File: src/rtl/tl_pkg.sv
// Shared types for the intersection phase scheduler.
// Lamp codes, phase encoding and lamp decode helpers.
package tl_pkg;

  localparam int LAMP_W = 2;

  localparam logic [LAMP_W-1:0] LAMP_RED = 2'b00;
  localparam logic [LAMP_W-1:0] LAMP_YEL = 2'b01;
  localparam logic [LAMP_W-1:0] LAMP_GRN = 2'b10;

  typedef enum logic [2:0] {
    A_GRN  = 3'd0,
    A_YEL  = 3'd1,
    RED_AB = 3'd2,
    B_GRN  = 3'd3,
    B_YEL  = 3'd4,
    RED_BA = 3'd5
  } phase_t;

  function automatic logic [LAMP_W-1:0] lamp_a(phase_t p);
    logic [LAMP_W-1:0] l;
    l = LAMP_RED;
    if (p == A_GRN) l = LAMP_GRN;
    if (p == A_YEL) l = LAMP_YEL;
    return l;
  endfunction

  function automatic logic [LAMP_W-1:0] lamp_b(phase_t p);
    logic [LAMP_W-1:0] l;
    l = LAMP_RED;
    if (p == B_GRN) l = LAMP_GRN;
    if (p == B_YEL) l = LAMP_YEL;
    return l;
  endfunction

endpackage

File: src/rtl/phase_timer.sv
// Phase timer: CW-bit counter with clear, tick enable, saturation.
// Ports: i_clk, i_rstn (sync, active-low), clr_i, tick_i, cnt_o.
module phase_timer #(
  parameter int CW      = 4,
  parameter int MAX_CNT = 12
) (
  input  logic          i_clk,
  input  logic          i_rstn,
  input  logic          clr_i,
  input  logic          tick_i,
  output logic [CW-1:0] cnt_o
);

  localparam logic [CW-1:0] SAT = CW'(MAX_CNT - 1);

  logic [CW-1:0] cnt_q;

  always_ff @(posedge i_clk) begin
    if (!i_rstn) begin
      cnt_q <= '0;
    end else if (clr_i) begin
      cnt_q <= '0;
    end else if (tick_i && cnt_q != SAT) begin
      cnt_q <= cnt_q + 1'b1;
    end
  end

  assign cnt_o = cnt_q;

endmodule

File: src/rtl/intersection_phase_scheduler.sv
// Two-road phase scheduler: demand latches, min/max green, yellow, all-red.
// Ports: i_clk, i_rstn (sync, active-low), i_tick, i_ta, i_tb, i_hold,
//   i_preempt (only with PREEMPT_EN), o_la, o_lb, o_phase,
//   o_phase_start, o_dem_a, o_dem_b. Optional macro: PREEMPT_EN.
module intersection_phase_scheduler
  import tl_pkg::*;
#(
  parameter int MIN_GREEN = 4,
  parameter int MAX_GREEN = 12,
  parameter int YELLOW_T  = 2,
  parameter int ALL_RED_T = 1,
  parameter int CW        = 4
) (
  input  logic              i_clk,
  input  logic              i_rstn,
  input  logic              i_tick,
  input  logic              i_ta,
  input  logic              i_tb,
  input  logic              i_hold,
`ifdef PREEMPT_EN
  input  logic              i_preempt,
`endif
  output logic [LAMP_W-1:0] o_la,
  output logic [LAMP_W-1:0] o_lb,
  output logic [2:0]        o_phase,
  output logic              o_phase_start,
  output logic              o_dem_a,
  output logic              o_dem_b
);

  localparam logic [CW-1:0] MIN_M1 = CW'(MIN_GREEN - 1);
  localparam logic [CW-1:0] MAX_M1 = CW'(MAX_GREEN - 1);
  localparam logic [CW-1:0] YEL_M1 = CW'(YELLOW_T - 1);
  localparam logic [CW-1:0] AR_M1  = CW'(ALL_RED_T - 1);

  phase_t            state_q, state_d;
  logic [LAMP_W-1:0] la_q, lb_q;
  logic              ps_q;
  logic              dem_a_q, dem_a_d;
  logic              dem_b_q, dem_b_d;
  logic [CW-1:0]     cnt;
  logic              go_a, go_b, yel_done, red_done;

  phase_timer #(
    .CW      (CW),
    .MAX_CNT (MAX_GREEN)
  ) u_timer (
    .i_clk  (i_clk),
    .i_rstn (i_rstn),
    .clr_i  (state_d != state_q),
    .tick_i (i_tick),
    .cnt_o  (cnt)
  );

  always_comb begin
    go_a = i_tick && !i_hold && dem_b_q && cnt >= MIN_M1
        && (!i_ta || cnt >= MAX_M1);
    go_b = i_tick && !i_hold && dem_a_q && cnt >= MIN_M1
        && (!i_tb || cnt >= MAX_M1);
    yel_done = i_tick && cnt == YEL_M1;
`ifdef PREEMPT_EN
    // Preemption forces green out at once and parks in all-red;
    // cnt keeps counting while parked, so the release test is >=.
    go_a = go_a || i_preempt;
    go_b = go_b || i_preempt;
    red_done = i_tick && !i_preempt && cnt >= AR_M1;
`else
    red_done = i_tick && cnt == AR_M1;
`endif
  end

  always_comb begin
    state_d = state_q;
    unique case (state_q)
      A_GRN:   if (go_a)     state_d = A_YEL;
      A_YEL:   if (yel_done) state_d = RED_AB;
      RED_AB:  if (red_done) state_d = B_GRN;
      B_GRN:   if (go_b)     state_d = B_YEL;
      B_YEL:   if (yel_done) state_d = RED_BA;
      RED_BA:  if (red_done) state_d = A_GRN;
      default:               state_d = A_GRN;
    endcase
  end

  // Clear on entry overrides a same-cycle set.
  always_comb begin
    dem_a_d = dem_a_q;
    if (i_ta && state_q != A_GRN) dem_a_d = 1'b1;
    if (state_d == A_GRN && state_q != A_GRN) dem_a_d = 1'b0;
    dem_b_d = dem_b_q;
    if (i_tb && state_q != B_GRN) dem_b_d = 1'b1;
    if (state_d == B_GRN && state_q != B_GRN) dem_b_d = 1'b0;
  end

  always_ff @(posedge i_clk) begin
    if (!i_rstn) begin
      state_q <= A_GRN;
      la_q    <= LAMP_GRN;
      lb_q    <= LAMP_RED;
      ps_q    <= 1'b0;
      dem_a_q <= 1'b0;
      dem_b_q <= 1'b0;
    end else begin
      state_q <= state_d;
      la_q    <= lamp_a(state_d);
      lb_q    <= lamp_b(state_d);
      ps_q    <= (state_d != state_q);
      dem_a_q <= dem_a_d;
      dem_b_q <= dem_b_d;
    end
  end

  assign o_la          = la_q;
  assign o_lb          = lb_q;
  assign o_phase       = state_q;
  assign o_phase_start = ps_q;
  assign o_dem_a       = dem_a_q;
  assign o_dem_b       = dem_b_q;

endmodule

File: config.mk
export PLATFORM = sky130hd
export DESIGN_NAME = intersection_phase_scheduler
export DESIGN_NICKNAME = d
export VERILOG_FILES = /design/src/rtl/tl_pkg.sv /design/src/rtl/phase_timer.sv /design/src/rtl/intersection_phase_scheduler.sv
export SDC_FILE = /design/constraint.sdc
export NUM_CORES = 1
export LEC_CHECK = 0
export CAP_MARGIN = 40
export CORE_MARGIN = 2
export CORE_UTILIZATION = 59
export DETAILED_ROUTE_END_ITERATION = 12
export DONT_BUFFER_PORTS = 1
export PLACE_DENSITY = 0.78
export SYNTH_ARGS = -nofsm -noshare
export SYNTH_HDL_FRONTEND = slang
export SYNTH_SLANG_ARGS = --single-unit
File: constraint.sdc
create_clock -name i_clk -period 2.5 [get_ports i_clk]
set_input_delay 0.375 -clock i_clk [delete_from_list [all_inputs] [get_ports i_clk]]
set_output_delay 0.375 -clock i_clk [all_outputs]
set_load 0.03 [all_outputs]
======== Yosys cells after proc, flatten, opt, wreduce, memory -nomap -nowiden ========
Index checks and enable logic that the tools add are counted.
operators by class
  equal/unequal tests ..................... 12
  reductions and logical operators ........ 27
  multiplexer cells ....................... 11
  magnitude comparators ................... 2
  bitwise gates (word level) .............. 1
  add/sub/neg operators ................... 1
operators by type and width
  kind                                                                                 count
  3-bit two-way mux                                                                    6
  3-bit case mux with 6 select lines                                                   1
  1-bit logical AND                                                                    14
  3-bit by 2-bit equality test with 1-bit output, second input constant                3
  3-bit equality test, second input constant                                           3
  2-bit OR reduction                                                                   4
  3-bit by 1-bit equality test with 1-bit output, second input constant                2
  3-bit zero test                                                                      2
  2-bit two-way mux                                                                    3
  4-bit by 1-bit adder with 4-bit output, second input constant                        1
  4-bit by 1-bit equality test with 1-bit output, second input constant                1
  4-bit by 2-bit greater-or-equal comparator with 1-bit output, second input constant  1
  4-bit greater-or-equal comparator, second input constant                             1
  4-bit zero test                                                                      1
  4-bit != test, second input constant                                                 1
  1-bit zero test                                                                      3
  3-bit by 2-bit != test with 1-bit output, second input constant                      1
  3-bit != test                                                                        1
  3-bit nonzero test                                                                   1
  1-bit logical OR                                                                     2
  1-bit two-way mux                                                                    1
  1-bit inverter                                                                       1
word-level totals
  word-level logic and storage cells ...... 62
  register bits ........................... 14
  input port bits ......................... 6
  output and inout bits ................... 10

======== Longest topological paths before layout ========
Gate-level depths: netlist of the first run.
  depth in word-level cells ............... 10
  mapped depth ............................ 7

======== Cells and area by module ========
From an unflattened synthesis of the first run, not the netlist that was laid out.
second synthesis, totals
  cell total of the unflattened synthesis .. 91
  area total of the unflattened synthesis .. 778.2 um^2
modules (own cells, without submodules)
  module                        cells each  area an instance (um^2)  instances
  intersection_phase_scheduler  70          593.1                    1
  phase_timer                   21          185.2                    1

======== Least setup slack after synthesis of the first run ========
OpenSTA, ideal clock, no wires.
  path kind ............................... register to register
  from .................................... reg state_q[2], in the netlist o_phase[2]
  to ...................................... reg u_timer.cnt_q[1], in the netlist u_timer.cnt_o[1]
  data required time ...................... 2.388 ns
  data arrival time ....................... 1.782 ns
  clock period less this slack ............ 1.895 ns
  stages on the path, launching flop included .. 7
  setup slack ............................. 0.605 ns
  library setup time ...................... 0.112 ns
  path through ............................ dfxtp_1 clkbuf_1 mux2i_1 nor2_1 a32oi_1 nand2_1 a2111oi_1
on the way
  longest elaborated chain between the ends .. 4
  elaborated cells on any way between the ends .. 15
  those cells by class .................... 6 x eq/ne; 7 x mux; 2 x reduce/logical
RTL lines
  element                                      line                                 text
  from (decl)                                  intersection_phase_scheduler.sv:36   phase_t state_q, state_d;
  from (signal assigned)                       intersection_phase_scheduler.sv:104  state_q <= state_d;
  3-bit equality test (tied with other cells)  intersection_phase_scheduler.sv:74   unique case (state_q)
  3-bit case mux with 6 select lines           intersection_phase_scheduler.sv:74
  3-bit != test (*)                            intersection_phase_scheduler.sv:50   .clr_i (state_d != state_q),
  2-bit OR reduction (no line) (*)             -
  to (signal assigned)                         phase_timer.sv:24                    cnt_q <= cnt_q + 1'b1;
  to (decl)                                    phase_timer.sv:16                    logic [CW-1:0] cnt_q;
Mark *: on every way between the ends. The rest lies on a longest branch, timed or not.
A chain may end at the register's enable or synchronous reset.

======== Worst setup path after layout of the first run ========
  from .................................... reg state_q[2], in the netlist o_phase[2]
  to ...................................... reg u_timer.cnt_q[3], in the netlist u_timer.cnt_o[3]
The elaborated chain is that of the path after synthesis.

==> results of run 1 <==
metal layers:
layer  track usage [%]  share of wire, %
met5                 0                 0
met4              13.3               2.2
met3              3.80               2.6
met2              39.7                52
met1              28.5                43
worst register-to-register path, stage by stage (launching register included):
cell and delay, ns:
dfxtp_1 0.73, mux2i_1 0.28, nor2_1 0.06, a32oi_1 0.33
nand2_1 0.18, a2111oi_1 0.41
report_power, final:
| part | internal [mW] | leakage, nW | switching [mW] | total, mW |
|---|---|---|---|---|
| registers | 0.239 | 0.114 | 0.0347 | 0.274 |
| logic | 0.0375 | 0.211 | 0.0541 | 0.0916 |
| clock network | 0.0888 | 0.0210 | 0.0773 | 0.166 |
| total | 0.365 | 0.346 | 0.166 | 0.531 |
kinds of logic after synthesis:
logic type      share of synthesized area, %
simple gates                            25.0
mux                                     3.79
xor+xnor                                2.21
buf+inv                                 4.90
compound gates                          22.6
flops                                   35.4
fa+ha+maj                               6.16
placed cells by master, fill, tap and decap left out, types with 2 or more instances in the layout:
cell type / Yosys / routed
dfxtp_1: 14 / 14
inv_1: 7 / 7
nand2_1: 6 / 6
o21ai_0: 5 / 5
nor3_1: 4 / 4
nor2_1: 4 / 4
a31oi_1: 3 / 3
mux2i_1: 3 / 3
a21oi_1: 3 / 3
a2111oi_1: 3 / 3
ha_1: 3 / 3
clkbuf_4: 0 / 3
nand3_1: 2 / 2
nand3b_1: 2 / 2
xnor2_1: 2 / 2
Yosys cell counts, types with 3 or more instances:
cell type  count  area, um^2
dfxtp_1       14         280
inv_1          7        26.3
nand2_1        6        22.5
o21ai_0        5        25.0
nor2_1         4        15.0
nor3_1         4        20.0
a2111oi_1      3        30.0
a21oi_1        3        15.0
a31oi_1        3        18.8
ha_1           3        37.5
mux2i_1        3        30.0
state kept, by name, indices dropped and copies added, names as in the netlist:
register and flops:
o_dem_a 1, o_dem_b 1, o_la 2, o_lb 2
o_phase 3, o_phase_start 1, u_timer.cnt_o 4
path summary, 6_finish.rpt:
check | startpoint | end | slack (ns) | cells past startpoint
hold reg to reg | u_timer.cnt_o[1] | u_timer.cnt_o[1] | 0.61 | 2
setup reg to reg | o_phase[2] | u_timer.cnt_o[3] | 0.39 | 5
hold / removal | i_rstn | o_la[1] | 0.16 | 1
setup / recovery | o_phase[2] | u_timer.cnt_o[3] | 0.39 | 5
layout make-up:
class                   count  area [um^2]  share of cell area, %
clock buffers               4         36.3                   4.31
inverters                   7         26.3                   3.12
multi-input cells          62          473                   56.2
flip-flops and latches     14          280                   33.3
well taps                  15         18.8                   2.23
repair buffers              1         7.51                  0.892
==> impl_metrics.py, run 1 <==
metrics = {
    "run_status": {
        "status": "finished clean",
    },
    "floorplan": {
        "dieArea_mm2": 0.00165,
        "die_w_um": 40.6,
        "io_pins": 16,
        "fp.dieH_um": 40.6,
        "initial_utilization_pct": 61.6,
        "num_rows": 13,
        "core_area_mm2": 0.00128,
    },
    "place": {
        "dp_hpwl_um": 1220,
        "pre_cts_ws_ns": 0.388,
        "place_area_um2": 806,
        "gp_congestion": 0.741,
        "port_buffers": 0,
        "placed_cells": 99,
    },
    "hold_path": {
        "hold_class": "in2reg",
    },
    "drt": {
        "via_count": 647,
        "via_per_inst": 6.28,
        "route.detailed.drc": 0,
        "dr.pass1.iters": 4,
        "ant_nets": 0,
        "wl_um": 1600,
        "wl_per_cell_um": 15.5,
        "drtIter0Drc": 28,
    },
    "cells_and_area": {
        "syn_to_final_growth_pct": 6.32,
        "fillCellCount": 108,
        "antenna_cells": 0,
        "final_area_um2": 842,
        "fin_cells": 103,
        "drive_gt1_share_pct": 15.9,
        "nets": 98,
        "post-route-util_pct": 65.5,
    },
    "clocking": {
        "cts_max_path_buffers": 2,
        "clock-root-buffer": "clkbuf_4",
        "cts_resized": 0,
        "cts_buffers": 3,
        "clock_latency_ns": 0.29,
        "clk_pin_slew_ns": 0.09,
        "ctsHtreeMaxLevel": 1,
        "postCtsSetupRepairBufs": 0,
        "cts_tree": "built",
        "cts_hold_buf": 0,
        "cts_sinks": 14,
    },
    "worst_setup_path": {
        "crit_type": "reg2reg",
        "path_delay_family": "compound AO/OA/AOI/OAI gates",
        "worstPathArrival_ns": 2.27,
        "cp_slowest_cell": "dfxtp_1",
        "max_stage_delay_ns": 0.73,
        "worstPathMaxFanout": 12,
        "crit_path_cell_trace": "mux2i_1 > nor2_1 > a32oi_1 > nand2_1 > a2111oi_1",
        "cp-start-kind": "flip-flop",
        "cp.required_ns": 2.66,
        "end_kind": "flip-flop",
        "path_buf_inv": 0,
    },
    "power_and_ir_drop": {
        "ir_drop_uv": 254,
        "power_mw": 0.531,
        "leakage_nw": 0.346,
        "powerDensity_mw_per_mm2": 631,
    },
    "timing": {
        "maxSlewViolCount": 0,
        "grt_setup_unrepaired": "no",
        "min_period_ns": 2.11,
        "setup_violations": 0,
        "worst_clock_skew_ns": 0.0114,
        "fin_hold_ws_ns": 0.160,
        "maxSlewHeadroom_pct": 57.4,
        "timing.final.crit_share_pct": 84.4,
        "max_freq_mhz": 474,
        "hold_viol": 0,
        "setup_ws_ns": 0.389,
        "tightest_slew_ns": 0.638,
        "finalSetupTns_ns": 0,
    },
    "synthesis": {
        "yosysWarnings": 0,
        "async_flop_share_pct": 0,
        "synth-edff-count": 0,
        "syn_inst": 86,
        "avgSynthCellArea_um2": 9.21,
        "synthDistinctLibCells": 38,
        "synthFlopType": "dfxtp_1",
        "ys_seq_elements": 14,
        "syn-num-nets": 95,
        "syn-cell-area_um2": 792,
        "yosysSeqAreaShare_pct": 35.4,
    },
    "global_routing": {
        "antenna_found_initial": 0,
        "grt_pass1_wl_um": 2530,
        "grt_start_max_net_pins": 13,
        "gr-total-overflow": 0,
        "first_global_vias": 596,
        "grt_use_total_pct": 23.7,
    },
    "flow_run": {
        "cap_violations": 0,
    },
}
Power figures use the tool's default switching activity.
==> run 2: changes to the inputs <==
==> constraint.sdc (replaced) <==
create_clock -name i_clk -period 2.2 [get_ports i_clk]
set_input_delay 0.33 -clock i_clk [delete_from_list [all_inputs] [get_ports i_clk]]
set_output_delay 0.33 -clock i_clk [all_outputs]
set_load 0.03 [all_outputs]
==> impl_metrics.py, run 2 (same netlist as run 1, synthesis figures left out) <==
metrics = {
    "drt": {
        "drtIter0Drc": 6,
        "via_count": 666,
        "dr.pass1.iters": 5,
        "wl_um": 1540,
        "via_per_inst": 6.28,
        "ant_nets": 0,
        "route.detailed.drc": 0,
        "wl_per_cell_um": 14.5,
    },
    "power_and_ir_drop": {
        "leakage_nw": 0.362,
        "ir_drop_uv": 445,
        "power_mw": 0.601,
        "powerDensity_mw_per_mm2": 695,
    },
    "floorplan": {
        "num_rows": 13,
        "die_w_um": 40.6,
        "initial_utilization_pct": 61.6,
        "core_area_mm2": 0.00128,
        "dieArea_mm2": 0.00165,
        "fp.dieH_um": 40.6,
        "io_pins": 16,
    },
    "cells_and_area": {
        "final_common_cell": "dfxtp_1",
        "post-route-util_pct": 67.3,
        "largest_register_ffs": 4,
        "final_area_um2": 865,
        "nets": 101,
        "final_cell_mix": "14 x dfxtp_1, 7 x inv_1, 6 x nand2_1, 5 x o21ai_0",
        "syn_to_final_growth_pct": 9.16,
        "drive_gt1_share_pct": 18.7,
        "antenna_cells": 0,
    },
    "global_routing": {
        "gr-total-overflow": 0,
        "grt_start_max_net_pins": 13,
        "antenna_found_initial": 0,
        "first_global_vias": 558,
        "grt_pass1_wl_um": 2460,
        "grt_use_total_pct": 23.8,
    },
    "worst_setup_path": {
        "cp_slowest_cell": "dfxtp_1",
        "crit_type": "reg2reg",
        "crit_path_cell_trace": "inv_1 > ha_1 > mux2i_1 > nor2_1 > a32oi_1 > nand2_1 > a2111oi_1",
        "worstPathMaxFanout": 4,
        "worstPathArrival_ns": 2.09,
        "cp.required_ns": 2.38,
        "end_kind": "flip-flop",
        "max_stage_delay_ns": 0.39,
        "cp-start-kind": "flip-flop",
    },
    "timing": {
        "maxSlewHeadroom_pct": 71.5,
        "worst_clock_skew_ns": 0.00662,
        "min_period_ns": 1.92,
        "setup_violations": 0,
        "grt_setup_unrepaired": "no",
        "tightest_slew_ns": 0.423,
        "max_freq_mhz": 522,
        "hold_viol": 0,
        "finalSetupTns_ns": 0,
        "maxSlewViolCount": 0,
        "timing.final.crit_share_pct": 87.0,
    },
    "clocking": {
        "clk_pin_slew_ns": 0.09,
        "cts_max_path_buffers": 2,
        "clock_latency_ns": 0.28,
        "postCtsSetupRepairBufs": 0,
        "cts_hold_buf": 0,
        "ctsHtreeMaxLevel": 1,
        "cts_tree": "built",
        "clock-root-buffer": "clkbuf_4",
        "cts_resized": 0,
        "cts_buffers": 3,
        "cts_sinks": 14,
    },
    "place": {
        "place_area_um2": 828,
        "dp_hpwl_um": 1150,
        "port_buffers": 0,
        "gp_congestion": 0.848,
    },
    "flow_run": {
        "cap_violations": 0,
    },
    "hold_path": {
        "hold_class": "in2reg",
    },
    "run_status": {
        "status": "finished clean",
    },
}
## run 2: cell count changes in the layout (fill, tap and decap cells not counted), sizes merged
cell / previous run / this run
buf: 1 / 4
## run 2: critical path, delay by kind of cell, from the launching register on
kind | cells | cell delay (ns)
fa+ha+maj | 1 | 0.25
compound gates | 2 | 0.69
mux | 1 | 0.14
flops | 1 | 0.39
buf+inv | 1 | 0.09
simple gates | 2 | 0.24
## run 2: cell type report
type	instances	area, um^2
well taps	15	18.8
multi-input cells	62	473
flip-flops and latches	14	280
inverters	7	26.3
fillers	110	420
clock buffers	4	36.3
repair buffers	4	30.0
## run 2: path summary, 6_finish.rpt
path                                  startpoint  slack, ns  cells past startpoint                to
worst min-delay path                      i_rstn       0.13                      1           o_la[1]
worst max register to register  u_timer.cnt_o[0]       0.28                      7  u_timer.cnt_o[2]
worst min register to register  u_timer.cnt_o[1]       0.60                      2  u_timer.cnt_o[1]
worst max-delay path            u_timer.cnt_o[0]       0.28                      7  u_timer.cnt_o[2]
## run 2: layer usage
layer,track usage [%],vias to the layer above,part of all wire [%]
met5,0,-,0
met3,4.89,9,3.2
met2,38.5,20,48
met4,15.0,0,3.6
li1,-,328,-
met1,28.3,309,46
## run 2: through the flow
| stage | setup WS, ns | instances | hold WS [ns] |
|---|---|---|---|
| finish | 0.285 | 106 | 0.131 |
| global route | 0.0193 | 106 | 0.136 |
| CTS | 0.256 | 106 | 0.135 |
| detailed placement | 0.298 | 102 | 0.425 |
| global placement | 0.351 | 102 | 0.411 |
| floorplan | 0.305 | 86 | 0.406 |
## run 2: where the power goes
group	total [mW]	switching, mW	internal, mW
logic	0.113	0.0674	0.0455
registers	0.304	0.0327	0.272
clock network	0.184	0.0834	0.101
